--- src/rtl/lcd_read.sv ---
// lcd_read: HD44780-style 4-bit read engine for the shared SF_D[11:8] bus.
// Performs one status read (rs=0: busy flag + address counter) or data read (rs=1: DD/CG RAM byte).
// It takes two E pulses, high nibble first, and hands the assembled byte back with a one-cycle done pulse.
//
// Ports:
//   clk      system clock (50 MHz)
//   reset    synchronous, active-high
//   start    read request, accepted only while busy=0
//   rs       register select for the request (0=status, 1=data)
//   sf_d_in  SF_D[11:8] from the pad
//   sf_d_oe  FPGA drive enable for SF_D (0 = bus released to the LCD)
//   LCD_E    enable strobe
//   LCD_RS   register select to the LCD
//   LCD_RW   1 = read
//   q        assembled byte {high nibble, low nibble}; holds until next capture or reset
//   busy     transaction in progress
//   done     one-cycle pulse, q valid in the same cycle
//   timeout  one-cycle pulse when busy-flag polling gives up (0 unless LCD_POLL_BF_EN)
//
// Optional feature macro: LCD_POLL_BF_EN. When it is defined, a status read that returns BF=1 is
// repeated, up to MAX_POLL reads in total, before done or timeout is reported.
module lcd_read #(
  parameter int unsigned T_AS     = 3,
  parameter int unsigned T_EH     = 15,
  parameter int unsigned T_SAMPLE = 10,
  parameter int unsigned T_EL     = 25,
  parameter int unsigned T_AH     = 2,
  parameter int unsigned MAX_POLL = 255
) (
  input  logic       clk,
  input  logic       reset,
  input  logic       start,
  input  logic       rs,
  input  logic [3:0] sf_d_in,
  output logic       sf_d_oe,
  output logic       LCD_E,
  output logic       LCD_RS,
  output logic       LCD_RW,
  output logic [7:0] q,
  output logic       busy,
  output logic       done,
  output logic       timeout
);

  if (T_SAMPLE >= T_EH) begin : g_bad_sample
    $error("lcd_read: T_SAMPLE must be smaller than T_EH");
  end
  if (MAX_POLL < 1 || MAX_POLL > 255) begin : g_bad_poll
    $error("lcd_read: MAX_POLL must fit the 8-bit poll count (1..255)");
  end

  typedef enum logic [2:0] {StIdle, StSetup, StEh1, StEl1, StEh2, StHold, StTurn} state_e;

  state_e     state_q, state_d;
  logic [7:0] cnt_q, cnt_d;
  logic [7:0] q_q, q_d;
  logic       e_q, e_d;
  logic       rs_q, rs_d;
  logic       rw_q, rw_d;
  logic       oe_q, oe_d;
  logic       busy_q, busy_d;
  logic       done_q, done_d;
`ifdef LCD_POLL_BF_EN
  logic [7:0] poll_q, poll_d;
  logic       timeout_q, timeout_d;
`endif

  always_comb begin
    state_d = state_q;
    cnt_d   = cnt_q + 8'd1;
    q_d     = q_q;
    e_d     = e_q;
    rs_d    = rs_q;
    rw_d    = rw_q;
    oe_d    = oe_q;
    busy_d  = busy_q;
    done_d  = 1'b0;
`ifdef LCD_POLL_BF_EN
    poll_d    = poll_q;
    timeout_d = 1'b0;
`endif
    unique case (state_q)
      StIdle: begin
        cnt_d = 8'd0;
        if (start) begin
          // Release the bus in the same edge RW goes high so the LCD never fights the FPGA.
          rs_d    = rs;
          rw_d    = 1'b1;
          oe_d    = 1'b0;
          busy_d  = 1'b1;
          state_d = StSetup;
`ifdef LCD_POLL_BF_EN
          poll_d  = 8'd0;
`endif
        end
      end
      StSetup: begin
        if (cnt_q == 8'(T_AS - 1)) begin
          e_d     = 1'b1;
          cnt_d   = 8'd0;
          state_d = StEh1;
        end
      end
      StEh1: begin
        if (cnt_q == 8'(T_SAMPLE)) q_d[7:4] = sf_d_in;
        if (cnt_q == 8'(T_EH - 1)) begin
          e_d     = 1'b0;
          cnt_d   = 8'd0;
          state_d = StEl1;
        end
      end
      StEl1: begin
        if (cnt_q == 8'(T_EL - 1)) begin
          e_d     = 1'b1;
          cnt_d   = 8'd0;
          state_d = StEh2;
        end
      end
      StEh2: begin
        if (cnt_q == 8'(T_SAMPLE)) q_d[3:0] = sf_d_in;
        if (cnt_q == 8'(T_EH - 1)) begin
          e_d     = 1'b0;
          cnt_d   = 8'd0;
          state_d = StHold;
        end
      end
      StHold: begin
        if (cnt_q == 8'(T_AH - 1)) begin
          cnt_d = 8'd0;
`ifdef LCD_POLL_BF_EN
          if (!rs_q && q_q[7]) begin
            if (poll_q == 8'(MAX_POLL - 1)) begin
              timeout_d = 1'b1;
              rw_d      = 1'b0;
              busy_d    = 1'b0;
              state_d   = StTurn;
            end else begin
              // LCD still busy: run another status read with RW and busy held.
              poll_d  = poll_q + 8'd1;
              state_d = StSetup;
            end
          end else begin
            rw_d    = 1'b0;
            done_d  = 1'b1;
            busy_d  = 1'b0;
            state_d = StTurn;
          end
`else
          rw_d    = 1'b0;
          done_d  = 1'b1;
          busy_d  = 1'b0;
          state_d = StTurn;
`endif
        end
      end
      StTurn: begin
        // Turnaround: RW fell last cycle, only now take the bus back.
        oe_d    = 1'b1;
        cnt_d   = 8'd0;
        state_d = StIdle;
      end
      default: begin
        cnt_d   = 8'd0;
        state_d = StIdle;
      end
    endcase
  end

  always_ff @(posedge clk) begin
    if (reset) begin
      state_q <= StIdle;
      cnt_q   <= 8'd0;
      q_q     <= 8'h00;
      e_q     <= 1'b0;
      rs_q    <= 1'b0;
      rw_q    <= 1'b0;
      oe_q    <= 1'b1;
      busy_q  <= 1'b0;
      done_q  <= 1'b0;
`ifdef LCD_POLL_BF_EN
      poll_q    <= 8'd0;
      timeout_q <= 1'b0;
`endif
    end else begin
      state_q <= state_d;
      cnt_q   <= cnt_d;
      q_q     <= q_d;
      e_q     <= e_d;
      rs_q    <= rs_d;
      rw_q    <= rw_d;
      oe_q    <= oe_d;
      busy_q  <= busy_d;
      done_q  <= done_d;
`ifdef LCD_POLL_BF_EN
      poll_q    <= poll_d;
      timeout_q <= timeout_d;
`endif
    end
  end

  assign sf_d_oe = oe_q;
  assign LCD_E   = e_q;
  assign LCD_RS  = rs_q;
  assign LCD_RW  = rw_q;
  assign q       = q_q;
  assign busy    = busy_q;
  assign done    = done_q;
`ifdef LCD_POLL_BF_EN
  assign timeout = timeout_q;
`else
  assign timeout = 1'b0;
`endif

endmodule

--- config.mk ---
export PLATFORM = sky130hd
export DESIGN_NAME = lcd_read
export DESIGN_NICKNAME = d
export VERILOG_FILES = /design/src/rtl/lcd_read.sv
export SDC_FILE = /design/constraint.sdc
export NUM_CORES = 1
export LEC_CHECK = 0
export ABC_AREA = 1
export ABC_CLOCK_PERIOD_IN_PS = 2610
export CORE_ASPECT_RATIO = 1.25
export CORE_MARGIN = 3
export CORE_UTILIZATION = 40
export DETAILED_ROUTE_END_ITERATION = 8
export GPL_TIMING_DRIVEN = 0
export PLACE_DENSITY = 0.64
export REMOVE_ABC_BUFFERS = 1
export SKIP_CTS_REPAIR_TIMING = 1
export SYNTH_ARGS = -nofsm -noshare
export SYNTH_HDL_FRONTEND = slang
export SYNTH_SLANG_ARGS = --single-unit
--- constraint.sdc ---
create_clock -name clk -period 2.61 [get_ports clk]
set_input_delay 0.522 -clock clk [delete_from_list [all_inputs] [get_ports clk]]
set_output_delay 0.522 -clock clk [all_outputs]
set_load 0.1 [all_outputs]
==> metrics.txt, run 1 <==
initial antenna violation count=0; Pwr Total=1.265 mW; Routability Congestion=0.7974; Max Slew Vio Count=0; fin nets=201; number of global-route vias before repair=980; Mapped Area=approximately 1200 um^2; GRT overflow=0; Layout area overhead=21.62%; most frequent cells in the layout=nor2_1 (42), dfxtp_1 (24), nand2_1 (23); Final setup viols=0; Via Count=1063; chip height=67.05 um; worst slew pin tran=~0.97 ns; fin crit period=2.346 ns; buffers added on ports=21; IO Pins=23; largest net degree at the start of global routing=15; # DRC=0; hold path start=LCD_RS; remaining antenna violation count after routing=0; TritonRoute pass-1 iters=4; FP Rows=21; worst-path cell chain=clkdlybuf4s50_1; Initial Utilization=0.4322; P per Cell Area=~870 nW/um^2; commonest non-fill, non-tap cell in the layout=nor2_1; share of layout cells above drive strength 1=0.08511; total die area=3676 um^2; placed cells=218; Clock Skew=0.001593 ns; final HPWL from detailed placement=1.788 mm; Worst Path Class, Setup=reg2out; met1 WL=1.111 mm; metal3 WL=71 um; TritonCTS clock tree=built; Fillers=293; total wire length=2.305 mm; DRT iter0 DRCs=30; Worst path max stage delay=~1.1 ns; number of enable flip-flop cells after synthesis=0; clock sinks=24; crit path max-delay cell type=clkdlybuf4s50_1; final non-filler cell total=roughly 220; status=finished, final reports clean; Max Cap Viol=0; Syn Area/Cell=7.140 um^2; met2 routed WL=1.093 mm; CP delay by family, top=buffers and inverters; final worst setup slack=about 0.26 ns; worst reg-to-reg setup slack=between 1 and 1.5 ns; WP buf/inv=1; core area=2759 um^2; Startpoint Class=flip-flop; sequential area share after synthesis=0.4029; Post-Synthesis Cells=167; Setup TNS=0 ns; WL/cell=10.38 um; Root Driver=clkbuf_4; first-pass GRT wire length=3.995 mm; CP Data Arrival Time=1.82 ns; Req. time, crit path=between 2 and 2.5 ns; clock-pin slew on the worst setup and hold paths=roughly 0.13 ns; fin crit share=0.8987; Slew headroom=0.3520; FFs w/ async S/R, synth=0; Peak Freq=approximately 430 MHz; Reg area=approximately 480 um^2; post-synthesis cell type count=26; die span in x=54.84 um; RSZ-0062 raised after global routing=false; Clock Latency Late Sink=a little over 0.3 ns; Max FO, Critical Path=2; Via density=approximately 4.8; highest metal used=met4; Final Hold Fails=0; IR drop worst, VDD=433.9 uV; ANT cells=0; CTS H-tree lvls=1; Total Routing Usage GR=0.1446; LEAKAGE=0.5911 nW; CTS Buf Count=3; r2r startpoint=cnt_q[0]; CP startpoint=q[1]; pre-CTS setup slack=between 0.6 and 0.7 ns; Cell Area, Placed=1414 um^2; Yosys reg bits=24; Hold Path Class=reg2reg; post-route cell area=approximately 1500 um^2; nature of the critical path endpoint=output pin; Top FF cell, synth=dfxtp_1; yosys warns=0; Max clock buf depth=2; area of the multi-input gates=about 600 um^2
## flip-flops by register name, indices dropped and copies added, names as in the netlist
name / count
q: 8
busy: 1
LCD_E: 1
done: 1
LCD_RS: 1
cnt_q: 8
state_q: 3
sf_d_oe: 1
## cell type report
| type | instances | area share |
|---|---|---|
| flip-flops and latches | 24 | 0.3313 |
| multi-input cells | 118 | 0.4150 |
| well taps | 34 | 0.02934 |
| clock buffers | 4 | 0.02502 |
| inverters | 21 | 0.05436 |
| repair buffers | 21 | 0.1450 |
## through the flow
step           utilization  hold slack, ns
2_1_floorplan            -          0.4445
3_3_place_gp        0.5125          0.4366
3_5_place_dp        0.5125          0.4640
4_1_cts             0.5256          0.4823
5_1_grt             0.5256          0.5060
6_report            0.5256          0.4755
## metal layers
| layer | GRT usage | up-vias |
|---|---|---|
| li1 | - | 567 |
| met1 | 0.1837 | 473 |
| met2 | 0.2352 | 19 |
| met3 | 0.02237 | 4 |
| met4 | 0.05919 | 0 |
| met5 | 0 | - |
## report_power, final
group	internal, mW	switching, mW
Combinational	0.176	0.432
Clock	0.0852	0.113
Sequential	0.413	0.0446
## kinds of logic after synthesis
group / after synthesis / synth area share
AOI/OAI and AO/OA: 25 / 0.1270
xor gates and xnor gates: 3 / 0.02204
adders and majority gates: 4 / 0.04197
buffers and inverters: 25 / 0.09233
DFF: 24 / 0.4029
other: 1 / 0.003145
and+or+nand+nor: 85 / 0.3106
## Yosys cell counts, types with 2 or more instances
library cell / instances / share of area
ha_1: 4 / 0.042
nand2_2: 2 / 0.010
nand4_1: 3 / 0.016
o21bai_1: 2 / 0.013
dfxtp_1: 24 / 0.40
buf_4: 2 / 0.013
nor2_2: 2 / 0.010
nand3_1: 9 / 0.038
o21ai_0: 14 / 0.059
nand2_1: 23 / 0.072
a21oi_1: 5 / 0.021
nor2_4: 2 / 0.019
inv_2: 3 / 0.0094
nor2_1: 42 / 0.13
inv_1: 18 / 0.057
xor2_1: 2 / 0.015
## path summary, 6_finish.rpt
check | cells after the start | end
max | 1 | q[1]
max reg2reg | 9 | cnt_q[4]
min reg2reg | 2 | LCD_RS
min | 2 | LCD_RS
Note: power is estimated with default switching activity, not from simulation.
==> inputs of run 2 (changes only) <==
--- a/config.mk
+++ b/config.mk
@@ -10,6 +10,7 @@
 export CORE_ASPECT_RATIO = 1.25
 export CORE_MARGIN = 3
 export CORE_UTILIZATION = 40
+export CTS_CLUSTER_DIAMETER = 80
 export DETAILED_ROUTE_END_ITERATION = 8
 export GPL_TIMING_DRIVEN = 0
 export PLACE_DENSITY = 0.64
==> results of run 2 <==
The final DEF is identical to that of run 1; final timing and power are the same.
